===== src/rtl/bin_bcd_seq.sv =====
// Sequential binary-to-BCD converter (shift-add-3), one input bit per clock, valid/ready in,
// single-cycle result pulse out, with optional two's-complement input and leading-zero mask.
module bin_bcd_seq #(
  parameter int unsigned BIN_W  = 8,
  parameter int unsigned DIGITS = 3,
  parameter int unsigned SIGNED = 0
) (
  input  logic                  clk,
  input  logic                  rst,
  input  logic [BIN_W-1:0]      bin_in,
  input  logic                  din_vld,
  output logic                  din_rdy,
  output logic [4*DIGITS-1:0]   bcd_out,
  output logic                  sign_out,
  output logic [DIGITS-1:0]     lz_mask,
  output logic                  dout_vld
);

  localparam int unsigned CntW = $clog2(BIN_W + 1);
  localparam int unsigned BcdW = 4 * DIGITS;
  // Every digit above the ones digit blanked, the ones digit always shown.
  localparam logic [DIGITS-1:0] LzRst = ~DIGITS'(1);

  typedef enum logic [1:0] {StIdle, StShift, StDone} state_e;

  state_e            state_q, state_d;
  logic [BIN_W-1:0]  sr_q;
  logic [BcdW-1:0]   scr_q;
  logic [CntW-1:0]   cnt_q;
  logic              neg_q;

  logic [BcdW-1:0]   bcd_q;
  logic              sign_q;
  logic [DIGITS-1:0] lz_q;
  logic              dout_vld_q;

  logic              accept;
  logic              neg_in;
  logic [BIN_W-1:0]  mag;
  logic [BcdW-1:0]   adj;
  logic [DIGITS-1:0] lz_calc;

  // ---------------------------------------------------------------------------
  // FSM
  // ---------------------------------------------------------------------------
  always_ff @(posedge clk) begin
    if (rst) begin
      state_q <= StIdle;
    end else begin
      state_q <= state_d;
    end
  end

  always_comb begin
    state_d = state_q;
    unique case (state_q)
      StIdle:  if (din_vld) state_d = StShift;
      StShift: if (cnt_q == CntW'(1)) state_d = StDone;
      StDone:  state_d = StIdle;
      default: state_d = StIdle;
    endcase
  end

  always_comb begin
    din_rdy = (state_q == StIdle);
  end

  // ---------------------------------------------------------------------------
  // Operand capture and shift-add-3 datapath
  // ---------------------------------------------------------------------------
  assign accept = (state_q == StIdle) && din_vld;
  assign neg_in = (SIGNED != 0) && bin_in[BIN_W-1];
  // The most negative input negates to itself, which read unsigned is the correct magnitude.
  assign mag    = neg_in ? (~bin_in + BIN_W'(1)) : bin_in;

  always_comb begin
    adj = scr_q;
    for (int i = 0; i < int'(DIGITS); i++) begin
      if (scr_q[4*i +: 4] >= 4'd5) begin
        adj[4*i +: 4] = scr_q[4*i +: 4] + 4'd3;
      end
    end
  end

  always_ff @(posedge clk) begin
    if (rst) begin
      sr_q  <= '0;
      scr_q <= '0;
      cnt_q <= '0;
      neg_q <= 1'b0;
    end else if (accept) begin
      sr_q  <= mag;
      scr_q <= '0;
      cnt_q <= CntW'(BIN_W);
      neg_q <= neg_in;
    end else if (state_q == StShift) begin
      scr_q <= {adj[BcdW-2:0], sr_q[BIN_W-1]};
      sr_q  <= {sr_q[BIN_W-2:0], 1'b0};
      cnt_q <= cnt_q - CntW'(1);
    end
  end

  // ---------------------------------------------------------------------------
  // Result registers
  // ---------------------------------------------------------------------------
  always_comb begin
    logic all_zero;
    all_zero = 1'b1;
    lz_calc  = '0;
    for (int i = int'(DIGITS) - 1; i >= 1; i--) begin
      all_zero   = all_zero && (scr_q[4*i +: 4] == 4'd0);
      lz_calc[i] = all_zero;
    end
  end

  always_ff @(posedge clk) begin
    if (rst) begin
      bcd_q      <= '0;
      sign_q     <= 1'b0;
      lz_q       <= LzRst;
      dout_vld_q <= 1'b0;
    end else begin
      dout_vld_q <= (state_q == StDone);
      if (state_q == StDone) begin
        bcd_q  <= scr_q;
        // Zero never reports as negative.
        sign_q <= neg_q && (|scr_q);
        lz_q   <= lz_calc;
      end
    end
  end

  assign bcd_out  = bcd_q;
  assign sign_out = sign_q;
  assign lz_mask  = lz_q;
  assign dout_vld = dout_vld_q;

endmodule


===== config.mk =====
export PLATFORM = sky130hd
export DESIGN_NAME = bin_bcd_seq
export DESIGN_NICKNAME = d
export VERILOG_FILES = /design/src/rtl/bin_bcd_seq.sv
export SDC_FILE = /design/constraint.sdc
export NUM_CORES = 1
export LEC_CHECK = 0
export ABC_CLOCK_PERIOD_IN_PS = 4500
export BUFFER_PORTS_ARGS = -buffer_cell sky130_fd_sc_hd__clkbuf_2
export CORE_ASPECT_RATIO = 0.75
export CORE_MARGIN = 10
export CORE_UTILIZATION = 60
export CTS_CLUSTER_DIAMETER = 30
export DETAILED_ROUTE_END_ITERATION = 7
export PLACE_DENSITY = 0.83
export SYNTH_ARGS = -nofsm -noshare
export SYNTH_HDL_FRONTEND = slang
export SYNTH_SLANG_ARGS = --single-unit

===== constraint.sdc =====
create_clock -name clk -period 4.5 [get_ports clk]
set_clock_uncertainty 0.15 [all_clocks]
set_input_delay 0.9 -clock clk [delete_from_list [all_inputs] [get_ports clk]]
set_output_delay 0.9 -clock clk [all_outputs]
set_load 0.01 [all_outputs]

==> out/summary.log <==
INFO  grt            vias_in_the_first_global_route=1388
INFO  grt            grt_antenna_before_repair=0
INFO  power_and_ir_drop leakage_power_of_the_design=0.761nW
INFO  yosys          yosys_warnings=0
INFO  drt            postRouteWirelength=3.78mm
INFO  worst_setup_path critical_path.startpoint_type=input pin
INFO  floorplanning  initial_core_util=64.0%
INFO  clocking       clock_tree_from_tritoncts=yes
INFO  place          dpl.hpwl=2.60mm
INFO  clocking       cts_buffers=5
INFO  grt            globalRoute.totalOverflow=0
INFO  worst_setup_path setup.worst_path.end=cnt_q[1]
INFO  worst_setup_path worstPathArrival=2.27ns
INFO  worst_setup_path worst_path_cell_chain=clkbuf_2 > nor3b_2 > or2_1 > a211oi_1
INFO  worst_setup_path startpoint=din_vld
INFO  worst_setup_path cp_slowest_cell=nor3b_2
INFO  yosys          post_synth_instance_area=0.00192mm2
INFO  finish         n_antenna_cell=0
INFO  clocking       clock_sinks=41
INFO  job            max_cap_viol_count=0
INFO  place          postPlaceCellArea=0.00198mm2
INFO  finish         num-fill-cells=247
INFO  clocking       ctsHtreeMaxLevel=2
INFO  yosys          synth-seq-cells=41
INFO  yosys          proportion_of_register_bits_with_asynchronous_set_or_reset_after_synthesis=0%
INFO  place          gp_routability_congestion=0.807
INFO  finish         share_of_cells_above_drive_strength_1=18.9%
INFO  worst_setup_path critical_path.max_fanout=15
INFO  clocking       postCtsResizedCells=0
INFO  clocking       clk_pin_slew_worst_paths=0.08ns
INFO  yosys          yosysUniqueCellTypes=42
INFO  yosys          synth_sequential_area_ratio=42.8%
INFO  worst_setup_path critPathCaptureType=register
INFO  timing         grt_setup_unrepaired=no
INFO  grt            maximum_number_of_pins_on_one_net_before_global_route_repair=35
INFO  timing         worstMarginPinSlew=1.09ns
INFO  worst_setup_path rrSetupSlack=2.49ns
INFO  finish         final_cell_count_no_fill=276
INFO  finish         multiInputGateArea=956um2
INFO  finish         final_net_count=257
INFO  clocking       post_cts.repair.setup_buffers=0
INFO  grt            grt_use_total=13.4%
INFO  worst_setup_path slowest_delay=0.72ns
INFO  clocking       ctsRootBufferMaster=clkbuf_8
INFO  finish         mostFrequentLayoutCells=dfxtp_1 (41), nand2_1 (39), a21oi_1 (30)
INFO  timing         post-route-period-util=51.1%
INFO  clocking       cts.hold.buffers_added=0
INFO  hold_path      holdCritPathClass=reg2reg
INFO  floorplanning  die_y=69.0um
INFO  timing         min_cycle_time_layout=2.30ns
INFO  drt            vias=1476
INFO  drt            drt_pre_antenna_iters=4
INFO  finish         layout.cell_area.non_filler=0.00207mm2
INFO  finish         final_common_cell=dfxtp_1
INFO  worst_setup_path rr_endpoint=sr_q[1]
INFO  place          buffer_ports.inserted=26
INFO  floorplanning  die_width=85.3um
INFO  floorplanning  fp.dieArea=0.00588mm2
INFO  floorplanning  core_box_area=0.00300mm2
INFO  timing         finalSetupViolations=0
INFO  timing         final-hold-violation-count=0
INFO  worst_setup_path type_of_the_worst_setup_path=in2reg
INFO  yosys          synthesis.area_per_instance=8.64um2
INFO  timing         fin_hold_ws=0.307ns
INFO  worst_setup_path worst-endpoint-required=4.47ns
INFO  power_and_ir_drop power.density=335mW/mm2
INFO  finish         seqCellArea=821um2
INFO  finish         layout-area-overhead-vs-synth=7.76%
INFO  floorplanning  io-pin-count=29
INFO  drt            remaining_drc_errors=0
INFO  worst_setup_path count_of_cells_along_the_worst_register_to_register_path=4
INFO  hold_path      worst_hold_startpoint=bcd_out[11]
INFO  drt            drt_iter0_drc=101
INFO  timing         max-slew-margin-rel=26.9%
INFO  timing         timing.final.max_slew_violations=0
INFO  yosys          postSynthCellCount=222
INFO  drt            wire_per_inst=13.7um
INFO  worst_setup_path crit-reg2reg-launch=state_q[0]
INFO  clocking       maximum_clock_insertion_buffer_count=2
INFO  grt            grt_first_pass_wirelength=6.45mm
INFO  place          placedCellCount=268
INFO  timing         tns=0ns
INFO  yosys          yosys_most_used_dff=dfxtp_1
INFO  drt            route.detailed.vias_per_inst=5.35
INFO  clocking       clock_latency=0.29ns
INFO  timing         fmaxAchievable=435MHz
INFO  yosys          synth_edf_count=0
INFO  outcome        outcome=complete, no violations
INFO  power_and_ir_drop peakVddDrop=0.000210V
INFO  drt            detail-route-antenna-nets=0
INFO  floorplanning  placementRows=17
[synth_stat cells (2+ instances only)]
cell type,count,area share [%]
a31oi_1,2,0.65
buf_2,6,1.6
nor3_1,5,1.3
nand2b_1,6,2.0
o21ai_0,4,1.0
ha_1,9,5.9
nand3_1,3,0.78
buf_6,2,1.2
a22oi_1,7,2.7
dfxtp_1,41,43
a211oi_2,2,1.3
o31ai_1,2,0.78
clkbuf_1,4,0.78
buf_4,6,2.3
nor3b_1,2,0.78
mux2_2,3,1.8
nand2_1,39,7.6
inv_1,8,1.6
a211oi_1,5,2.0
a21oi_1,30,7.8
nor2_1,14,2.7
nor2b_1,2,0.65
[state kept, by name, summed over array words and instances (netlist names)]
| signal | count |
|---|---|
| bcd_out | 12 |
| scr_q | 12 |
| sr_q | 8 |
| cnt_q | 4 |
| lz_mask | 2 |
| state_q | 2 |
| dout_vld | 1 |
[worst min-delay path by stage]
stage	endpoint	slack, ns	depth (start not counted)
2_1_floorplan	scr_q[0]	0.28	2
3_3_place_gp	bcd_out[6]	0.29	2
3_5_place_dp	sr_q[4]	0.30	2
4_1_cts	sr_q[4]	0.31	2
5_1_grt	bcd_out[6]	0.33	2
6_report	bcd_out[11]	0.31	2
[worst max-delay path: cells and delay by family]
family / cells / cell delay (ns)
AND/OR/NAND/NOR: 2 / 1.18
AO/OA/AOI/OAI: 1 / 0.10
buffers and inverters: 1 / 0.08
[cell type report]
class	count	area share [%]
Clock buffer	6	3.51
Clock inverter	2	0.484
Inverter	8	1.45
Multi-Input combinational cell	155	46.2
Sequential cell	41	39.7
Tap cell	38	2.30
Timing Repair Buffer	26	6.30
[report_power, final]
part / switching, mW / internal [mW] / total (mW)
sequential: 0.0118 / 0.375 / 0.387
clock: 0.122 / 0.107 / 0.230
combinational: 0.0488 / 0.0271 / 0.0760
[cells by family (layout without fill, tap and decap cells)]
| family | after synthesis | after routing | synth area share [%] |
|---|---|---|---|
| compound gates | 61 | 61 | 21.7 |
| xor+xnor | 2 | 2 | 0.913 |
| fa+ha+maj | 9 | 9 | 5.87 |
| buf+inv | 27 | 42 | 7.70 |
| flops | 41 | 41 | 42.8 |
| mux | 4 | 4 | 2.28 |
| other cells | 1 | 2 | 0.196 |
| simple gates | 77 | 77 | 18.5 |
[layer usage]
metal | wire length, um | GRT usage, % | vias to the layer above
met4 | 19 | 6.15 | 0
met3 | 206 | 4.45 | 2
met2 | 1550 | 20.2 | 33
met1 | 2000 | 17.1 | 652
met5 | 0 | 0 | -
li1 | - | - | 789
[metrics by stage]
stage                     power [mW]  setup WS, ns  util (%)
final                          0.692          2.20      68.9
after global routing           0.723          2.07      68.9
after CTS                      0.698          2.19      68.9
after detailed placement       0.471          1.87      66.2
after global placement         0.469          1.98      66.2
after floorplan                0.461          2.65         -
No activity file was read; power rests on OpenSTA's default activity.
